===== src/rtl/temp_meas_if.sv =====
// Request/result and sensor-drive signals of the temperature measurement sequencer.
// The slave modport is the sequencer side; master is the register/IO and sensor side.
interface temp_meas_if #(
    parameter int N_VDAC = 6,
    parameter int N_CNT  = 12,
    parameter int N_PRE  = 4
);
    logic              i_start;
    logic [N_VDAC-1:0] i_dac_code;
    logic [N_PRE-1:0]  i_pre_len;
    logic              i_res;
    logic [N_VDAC-1:0] o_dac;
    logic              o_en;
    logic              o_meas;
    logic              o_busy;
    logic              o_done;
    logic [N_CNT-1:0]  o_count;
    logic              o_timeout;

    modport slave (
        input  i_start, i_dac_code, i_pre_len, i_res,
        output o_dac, o_en, o_meas, o_busy, o_done, o_count, o_timeout
    );

    modport master (
        output i_start, i_dac_code, i_pre_len, i_res,
        input  o_dac, o_en, o_meas, o_busy, o_done, o_count, o_timeout
    );
endinterface


===== src/rtl/temp_meas_ctrl.sv =====
// Sequencer for the delay-based temperature sensor: DAC load, precharge,
// delay count until the sensor output rises, then a one-cycle result pulse.
module temp_meas_ctrl #(
    parameter int N_VDAC = 6,
    parameter int N_CNT  = 12,
    parameter int N_PRE  = 4
) (
    input  logic         i_clk,
    input  logic         i_reset,
    temp_meas_if.slave   bus
);

    typedef enum logic [1:0] {
        S_IDLE      = 2'd0,
        S_PRECHARGE = 2'd1,
        S_MEASURE   = 2'd2,
        S_DONE      = 2'd3
    } state_t;

    state_t            state_q,   state_d;
    logic [N_PRE-1:0]  pre_cnt_q, pre_cnt_d;
    logic [N_CNT-1:0]  cnt_q,     cnt_d;
    logic [N_VDAC-1:0] dac_q,     dac_d;
    logic              en_q,      en_d;
    logic              meas_q,    meas_d;
    logic              busy_q,    busy_d;
    logic              done_q,    done_d;
    logic [N_CNT-1:0]  count_q,   count_d;
    logic              timeout_q, timeout_d;

    // i_res is asynchronous to i_clk; res_s_q is the only version the FSM looks at.
    logic res_meta_q;
    logic res_s_q;

    always_ff @(posedge i_clk) begin
        if (i_reset) begin
            res_meta_q <= 1'b0;
            res_s_q    <= 1'b0;
        end else begin
            res_meta_q <= bus.i_res;
            res_s_q    <= res_meta_q;
        end
    end

    always_comb begin
        state_d   = state_q;
        pre_cnt_d = pre_cnt_q;
        cnt_d     = cnt_q;
        dac_d     = dac_q;
        en_d      = en_q;
        meas_d    = meas_q;
        busy_d    = busy_q;
        done_d    = 1'b0;
        count_d   = count_q;
        timeout_d = timeout_q;

        case (state_q)
            S_IDLE: begin
                en_d   = 1'b0;
                meas_d = 1'b0;
                if (bus.i_start) begin
                    dac_d     = bus.i_dac_code;
                    pre_cnt_d = (bus.i_pre_len == '0) ? N_PRE'(1) : bus.i_pre_len;
                    en_d      = 1'b1;
                    busy_d    = 1'b1;
                    state_d   = S_PRECHARGE;
                end
            end

            // Counter holds the remaining cycles, so a load of P gives exactly P cycles here.
            S_PRECHARGE: begin
                if (pre_cnt_q == N_PRE'(1)) begin
                    meas_d  = 1'b1;
                    cnt_d   = '0;
                    state_d = S_MEASURE;
                end else begin
                    pre_cnt_d = pre_cnt_q - N_PRE'(1);
                end
            end

            S_MEASURE: begin
                if (res_s_q) begin
                    count_d   = cnt_q;
                    timeout_d = 1'b0;
                    done_d    = 1'b1;
                    en_d      = 1'b0;
                    meas_d    = 1'b0;
                    state_d   = S_DONE;
                end else if (cnt_q == {N_CNT{1'b1}}) begin
                    count_d   = {N_CNT{1'b1}};
                    timeout_d = 1'b1;
                    done_d    = 1'b1;
                    en_d      = 1'b0;
                    meas_d    = 1'b0;
                    state_d   = S_DONE;
                end else begin
                    cnt_d = cnt_q + N_CNT'(1);
                end
            end

            S_DONE: begin
                busy_d  = 1'b0;
                state_d = S_IDLE;
            end

            default: begin
                state_d = S_IDLE;
            end
        endcase
    end

    always_ff @(posedge i_clk) begin
        if (i_reset) begin
            state_q   <= S_IDLE;
            pre_cnt_q <= '0;
            cnt_q     <= '0;
            dac_q     <= '0;
            en_q      <= 1'b0;
            meas_q    <= 1'b0;
            busy_q    <= 1'b0;
            done_q    <= 1'b0;
            count_q   <= '0;
            timeout_q <= 1'b0;
        end else begin
            state_q   <= state_d;
            pre_cnt_q <= pre_cnt_d;
            cnt_q     <= cnt_d;
            dac_q     <= dac_d;
            en_q      <= en_d;
            meas_q    <= meas_d;
            busy_q    <= busy_d;
            done_q    <= done_d;
            count_q   <= count_d;
            timeout_q <= timeout_d;
        end
    end

    assign bus.o_dac     = dac_q;
    assign bus.o_en      = en_q;
    assign bus.o_meas    = meas_q;
    assign bus.o_busy    = busy_q;
    assign bus.o_done    = done_q;
    assign bus.o_count   = count_q;
    assign bus.o_timeout = timeout_q;

endmodule


===== src/flat_wrapper.sv =====
// flat-port wrapper written by rule: the top's interface ports become plain ports
module temp_meas_ctrl_flat 
#(
    parameter int N_VDAC = 6,
    parameter int N_CNT  = 12,
    parameter int N_PRE  = 4
)
  (i_clk, i_reset, bus_i_start, bus_i_dac_code, bus_i_pre_len, bus_i_res, bus_o_dac, bus_o_en, bus_o_meas, bus_o_busy, bus_o_done, bus_o_count, bus_o_timeout);
  temp_meas_if #(.N_VDAC(N_VDAC), .N_CNT(N_CNT), .N_PRE(N_PRE)) bus_i ();
  input  logic i_clk;
  input  logic i_reset;
  input wire logic [$bits(bus_i.i_start)-1:0] bus_i_start;
  input wire logic [$bits(bus_i.i_dac_code)-1:0] bus_i_dac_code;
  input wire logic [$bits(bus_i.i_pre_len)-1:0] bus_i_pre_len;
  input wire logic [$bits(bus_i.i_res)-1:0] bus_i_res;
  output wire logic [$bits(bus_i.o_dac)-1:0] bus_o_dac;
  output wire logic [$bits(bus_i.o_en)-1:0] bus_o_en;
  output wire logic [$bits(bus_i.o_meas)-1:0] bus_o_meas;
  output wire logic [$bits(bus_i.o_busy)-1:0] bus_o_busy;
  output wire logic [$bits(bus_i.o_done)-1:0] bus_o_done;
  output wire logic [$bits(bus_i.o_count)-1:0] bus_o_count;
  output wire logic [$bits(bus_i.o_timeout)-1:0] bus_o_timeout;
  assign bus_i.i_start = bus_i_start;
  assign bus_i.i_dac_code = bus_i_dac_code;
  assign bus_i.i_pre_len = bus_i_pre_len;
  assign bus_i.i_res = bus_i_res;
  assign bus_o_dac = bus_i.o_dac;
  assign bus_o_en = bus_i.o_en;
  assign bus_o_meas = bus_i.o_meas;
  assign bus_o_busy = bus_i.o_busy;
  assign bus_o_done = bus_i.o_done;
  assign bus_o_count = bus_i.o_count;
  assign bus_o_timeout = bus_i.o_timeout;
  temp_meas_ctrl #(.N_VDAC(N_VDAC), .N_CNT(N_CNT), .N_PRE(N_PRE)) u_core (.i_clk(i_clk), .i_reset(i_reset), .bus(bus_i));
endmodule

===== config.mk =====
export PLATFORM = sky130hd
export DESIGN_NAME = temp_meas_ctrl_flat
export DESIGN_NICKNAME = d
export VERILOG_FILES = /design/src/rtl/temp_meas_if.sv /design/src/rtl/temp_meas_ctrl.sv /design/src/flat_wrapper.sv
export SDC_FILE = /design/constraint.sdc
export NUM_CORES = 1
export LEC_CHECK = 0
export CAP_MARGIN = 5
export CELL_PAD_IN_SITES_DETAIL_PLACEMENT = 2
export CELL_PAD_IN_SITES_GLOBAL_PLACEMENT = 2
export CORE_ASPECT_RATIO = 1.4
export CORE_MARGIN = 2
export CORE_UTILIZATION = 30
export CTS_CLUSTER_DIAMETER = 50
export CTS_CLUSTER_SIZE = 25
export DETAILED_ROUTE_END_ITERATION = 6
export HOLD_SLACK_MARGIN = 0.02
export PLACE_DENSITY_LB_ADDON = 0.1
export SLEW_MARGIN = 15
export SYNTH_ARGS = -nofsm -noshare
export SYNTH_HDL_FRONTEND = slang
export SYNTH_SLANG_ARGS = --single-unit

===== constraint.sdc =====
create_clock -name i_clk -period 2.3 [get_ports i_clk]
set_clock_uncertainty 0.15 [all_clocks]
set_input_delay 0.46 -clock i_clk [delete_from_list [all_inputs] [get_ports i_clk]]
set_output_delay 0.46 -clock i_clk [all_outputs]
set_load 0.02 [all_outputs]

==> summary.md <==
| Metric | Value |
|---|---|
| Pre-antenna DRT Iters | `4` |
| Slowest-stage cell, CP | `or3b_4` |
| Crit path depth | `8` |
| HP Class | `flip-flop to flip-flop` |
| WP data required | `2.38 ns` |
| All-Layer GR Usage | `17.73%` |
| Final WS setup | `0.1134 ns` |
| Critical-path cell list | `inv_1 -> ha_1 -> or3b_4 -> nand2_2 -> and4bb_2 -> buf_4 -> or3b_1 -> a21oi_1` |
| Starting Density | `30.62%` |
| Avg Cell Area, Syn | `8.057 um2` |
| Min Hold Slack | `0.3131 ns` |
| Pre-CTS setup slack | `0.03799 ns` |
| Initial antenna violation count | `0` |
| Clk sinks | `43` |
| PortBufs | `36` |
| Total grt overflow | `0` |
| Crit path largest cell delay | `0.41 ns` |
| Fin util | `41.61%` |
| Avg WL per Cell | `15.80 um` |
| Core ar. | `6525 um2` |
| Syn-to-layout area delta | `35.88%` |
| Static Leak | `0.001047 uW` |
| Largest net degree at the start of global routing | `48` |
| CTS Buffer Depth | `2` |
| Share of cells above drive strength 1 | `12.79%` |
| Worst-Skew Late Latency | `0.29 ns` |
| Status | `complete, no violations` |
| Die Footprint | `7339 um2` |
| Final Cycle Share | `95.07%` |
| Reg area | `860.8 um2` |
| Worst Reg2Reg Path Length in Cells | `8` |
| Hold Path Cell Cnt | `2` |
| Synth warn | `0` |
| Max-cap violations | `0` |
| CP Max Fanout | `6` |
| TritonCTS clock tree | `yes` |
| Post-synthesis sequential area ratio | `43.08%` |
| # IOs | `37` |
| Netlist cell types | `39` |
| Maximum vdd ir drop | `362.5 uV` |
| Mapped Area | `1998 um2` |
| Min Tclk post-route | `2.187 ns` |
| Crit end category | `flip-flop` |
| Nets | `325` |
| Setup tns final | `0 ns` |
| Routed via count | `1984` |
| GPL Wtd Cong | `0.7454` |
| H-tree depth | `2` |
| Root buffer cell | `clkbuf_8` |
| Die width | `72.98 um` |
| Worst slew margin | `71.83%` |
| Overall die height | `100.6 um` |
| Total Power | `2552 uW` |
| Yosys reg bits | `43` |
| PwrDens | `939.8 nW/um2` |
| Vias in the first global route | `2112` |
| Worst setup path class | `flip-flop to flip-flop` |
| Cell count after synthesis | `248` |
| N_diodes | `0` |
| Final HPWL DP | `4406 um` |
| Fill cells | `741` |
| Drt total wl | `5988 um` |
| EDFF count, synth | `0` |
| Post-DR vias/cell | `5.235` |
| CTS buffer count | `5` |
| First-pass GRT wire length | `10250 um` |
| Standard-cell row count | `35` |
| Final hold viol count | `0` |
| Worst Path Buf+Inv | `2` |
| Worst-Margin Slew | `0.4216 ns` |
| Final ANT Viol Nets | `0` |
| Worst Path Arrival | `2.27 ns` |
| Main synth FF type | `dfxtp_1` |
| Fmax | `457.3 MHz` |
| Final slew viol count | `0` |
| Startpoint Class | `flip-flop` |
| Clock transition at path regs | `0.09 ns` |
| Ys async rst share | `0%` |
| DRT iter0 DRCs | `55` |
| Syn_nets | `269` |
| # DRC | `0` |
| Multi-input gate area | `1062 um2` |
| Final setup fails | `0` |
| Crit path max-delay family | `simple AND/OR/NAND/NOR gates` |
-- synthesized netlist by cell type, types with 2 or more instances --
library cell  count  area, um2
nand2b_1          7      43.79
nand3b_1          2      15.01
o21ai_1           3      15.01
nor2b_1           8      50.05
nor2_1           40      150.1
a41o_1            2      20.02
nand2_1          19      71.32
o21ai_0           8      40.04
a311oi_1          2      17.52
inv_1             7      26.28
a41oi_1           2      17.52
dfxtp_1          43      860.8
mux2i_1           4      40.04
a211oi_1          5      37.54
clkbuf_1         11      41.29
a21oi_1          23      115.1
or3b_1            2      17.52
buf_2             2      10.01
nand3_1           6      30.03
o31ai_1           2      15.01
ha_1              7      87.58
and2_1            4      25.02
nand4_1           4      25.02
nor3_1           18      90.09
and3_1            3      18.77
-- path summary, 6_finish.rpt --
path / end / startpoint / slack, ns
setup / recovery: u_core.cnt_q[6] / u_core.pre_cnt_q[1] / 0.11
setup reg to reg: u_core.cnt_q[6] / u_core.pre_cnt_q[1] / 0.11
hold / removal: u_core.bus.o_dac[2] / u_core.bus.o_dac[2] / 0.31
hold reg to reg: u_core.bus.o_dac[2] / u_core.bus.o_dac[2] / 0.31
-- kinds of logic after synthesis --
kind of cell	synth area share [%]
compound gates	16.97
fa+ha+maj	4.383
buf+inv	4.258
flops	43.08
mux	2.004
simple gates	29.31
-- cell usage in the layout (no fill, tap or decap), types with 2 or more instances in the layout --
cell type and count:
dfxtp_1 43, nor2_1 40, clkdlybuf4s50_1 36, buf_4 25
a21oi_1 23, nand2_1 19, nor3_1 18, nor2b_1 8
o21ai_0 8, inv_1 7, nand2b_1 7, ha_1 7
nand3_1 6, a211oi_1 5, clkbuf_8 5, nand4_1 4
and2_1 4, mux2i_1 4, and3_1 3, o21ai_1 3
o31ai_1 2, a41o_1 2, a41oi_1 2, a311oi_1 2
nand3b_1 2, buf_12 2
-- registers in the layout (all words and copies together), names as in the netlist --
register              flops
u_core.bus.o_count       12
u_core.cnt_q             12
u_core.bus.o_dac          6
u_core.pre_cnt_q          4
u_core.state_q            2
u_core.bus.o_busy         1
u_core.bus.o_done         1
u_core.bus.o_en           1
u_core.bus.o_meas         1
u_core.bus.o_timeout      1
u_core.res_meta_q         1
u_core.res_s_q            1
-- per-layer routing --
metal / vias to the layer above / GRT usage, % / wire [um] / share of wire, %
met5: - / 0 / 0 / 0
met3: 2 / 2.600 / 148 / 2.5
met1: 978 / 20.15 / 2411 / 40
met4: 0 / 4.701 / 36 / 0.60
met2: 34 / 33.64 / 3392 / 57
li1: 970 / - / - / -
-- worst reg2reg max path, cell delays in order, from the launching register on --
cell and delay [ns]:
dfxtp_1 0.33, inv_1 0.08, ha_1 0.16, or3b_4 0.41
nand2_2 0.09, and4bb_2 0.25, buf_4 0.16, or3b_1 0.38
a21oi_1 0.13
-- cell type report --
class	instances	share of cell area [%]
inverters	7	0.9677
well taps	74	3.410
clock inverters	2	0.4608
flip-flops and latches	43	31.71
repair buffers	63	21.66
multi-input cells	184	39.12
clock buffers	6	2.673
-- metrics by stage --
step                      cell area, um2  instances
after floorplan                     1998        248
after global placement              2605        369
after detailed placement            2605        369
after CTS                           2690        377
after global routing                2715        379
final                               2715        379
-- what timing repair did --
action                                  CTS  global route
pin swaps                                 0             3
gates resized for setup                   0             3
endpoints found under the setup margin    1             7
hold buffers                              0             0
setup buffers                             0             2
-- report_power, final --
| group | leakage (uW) | internal [uW] | switching [uW] |
|---|---|---|---|
| Combinational | 0.000656 | 526 | 632 |
| Clock | 0.0000412 | 213 | 273 |
| Sequential | 0.000350 | 841 | 65.9 |
Note: power is estimated with default switching activity, not from simulation.
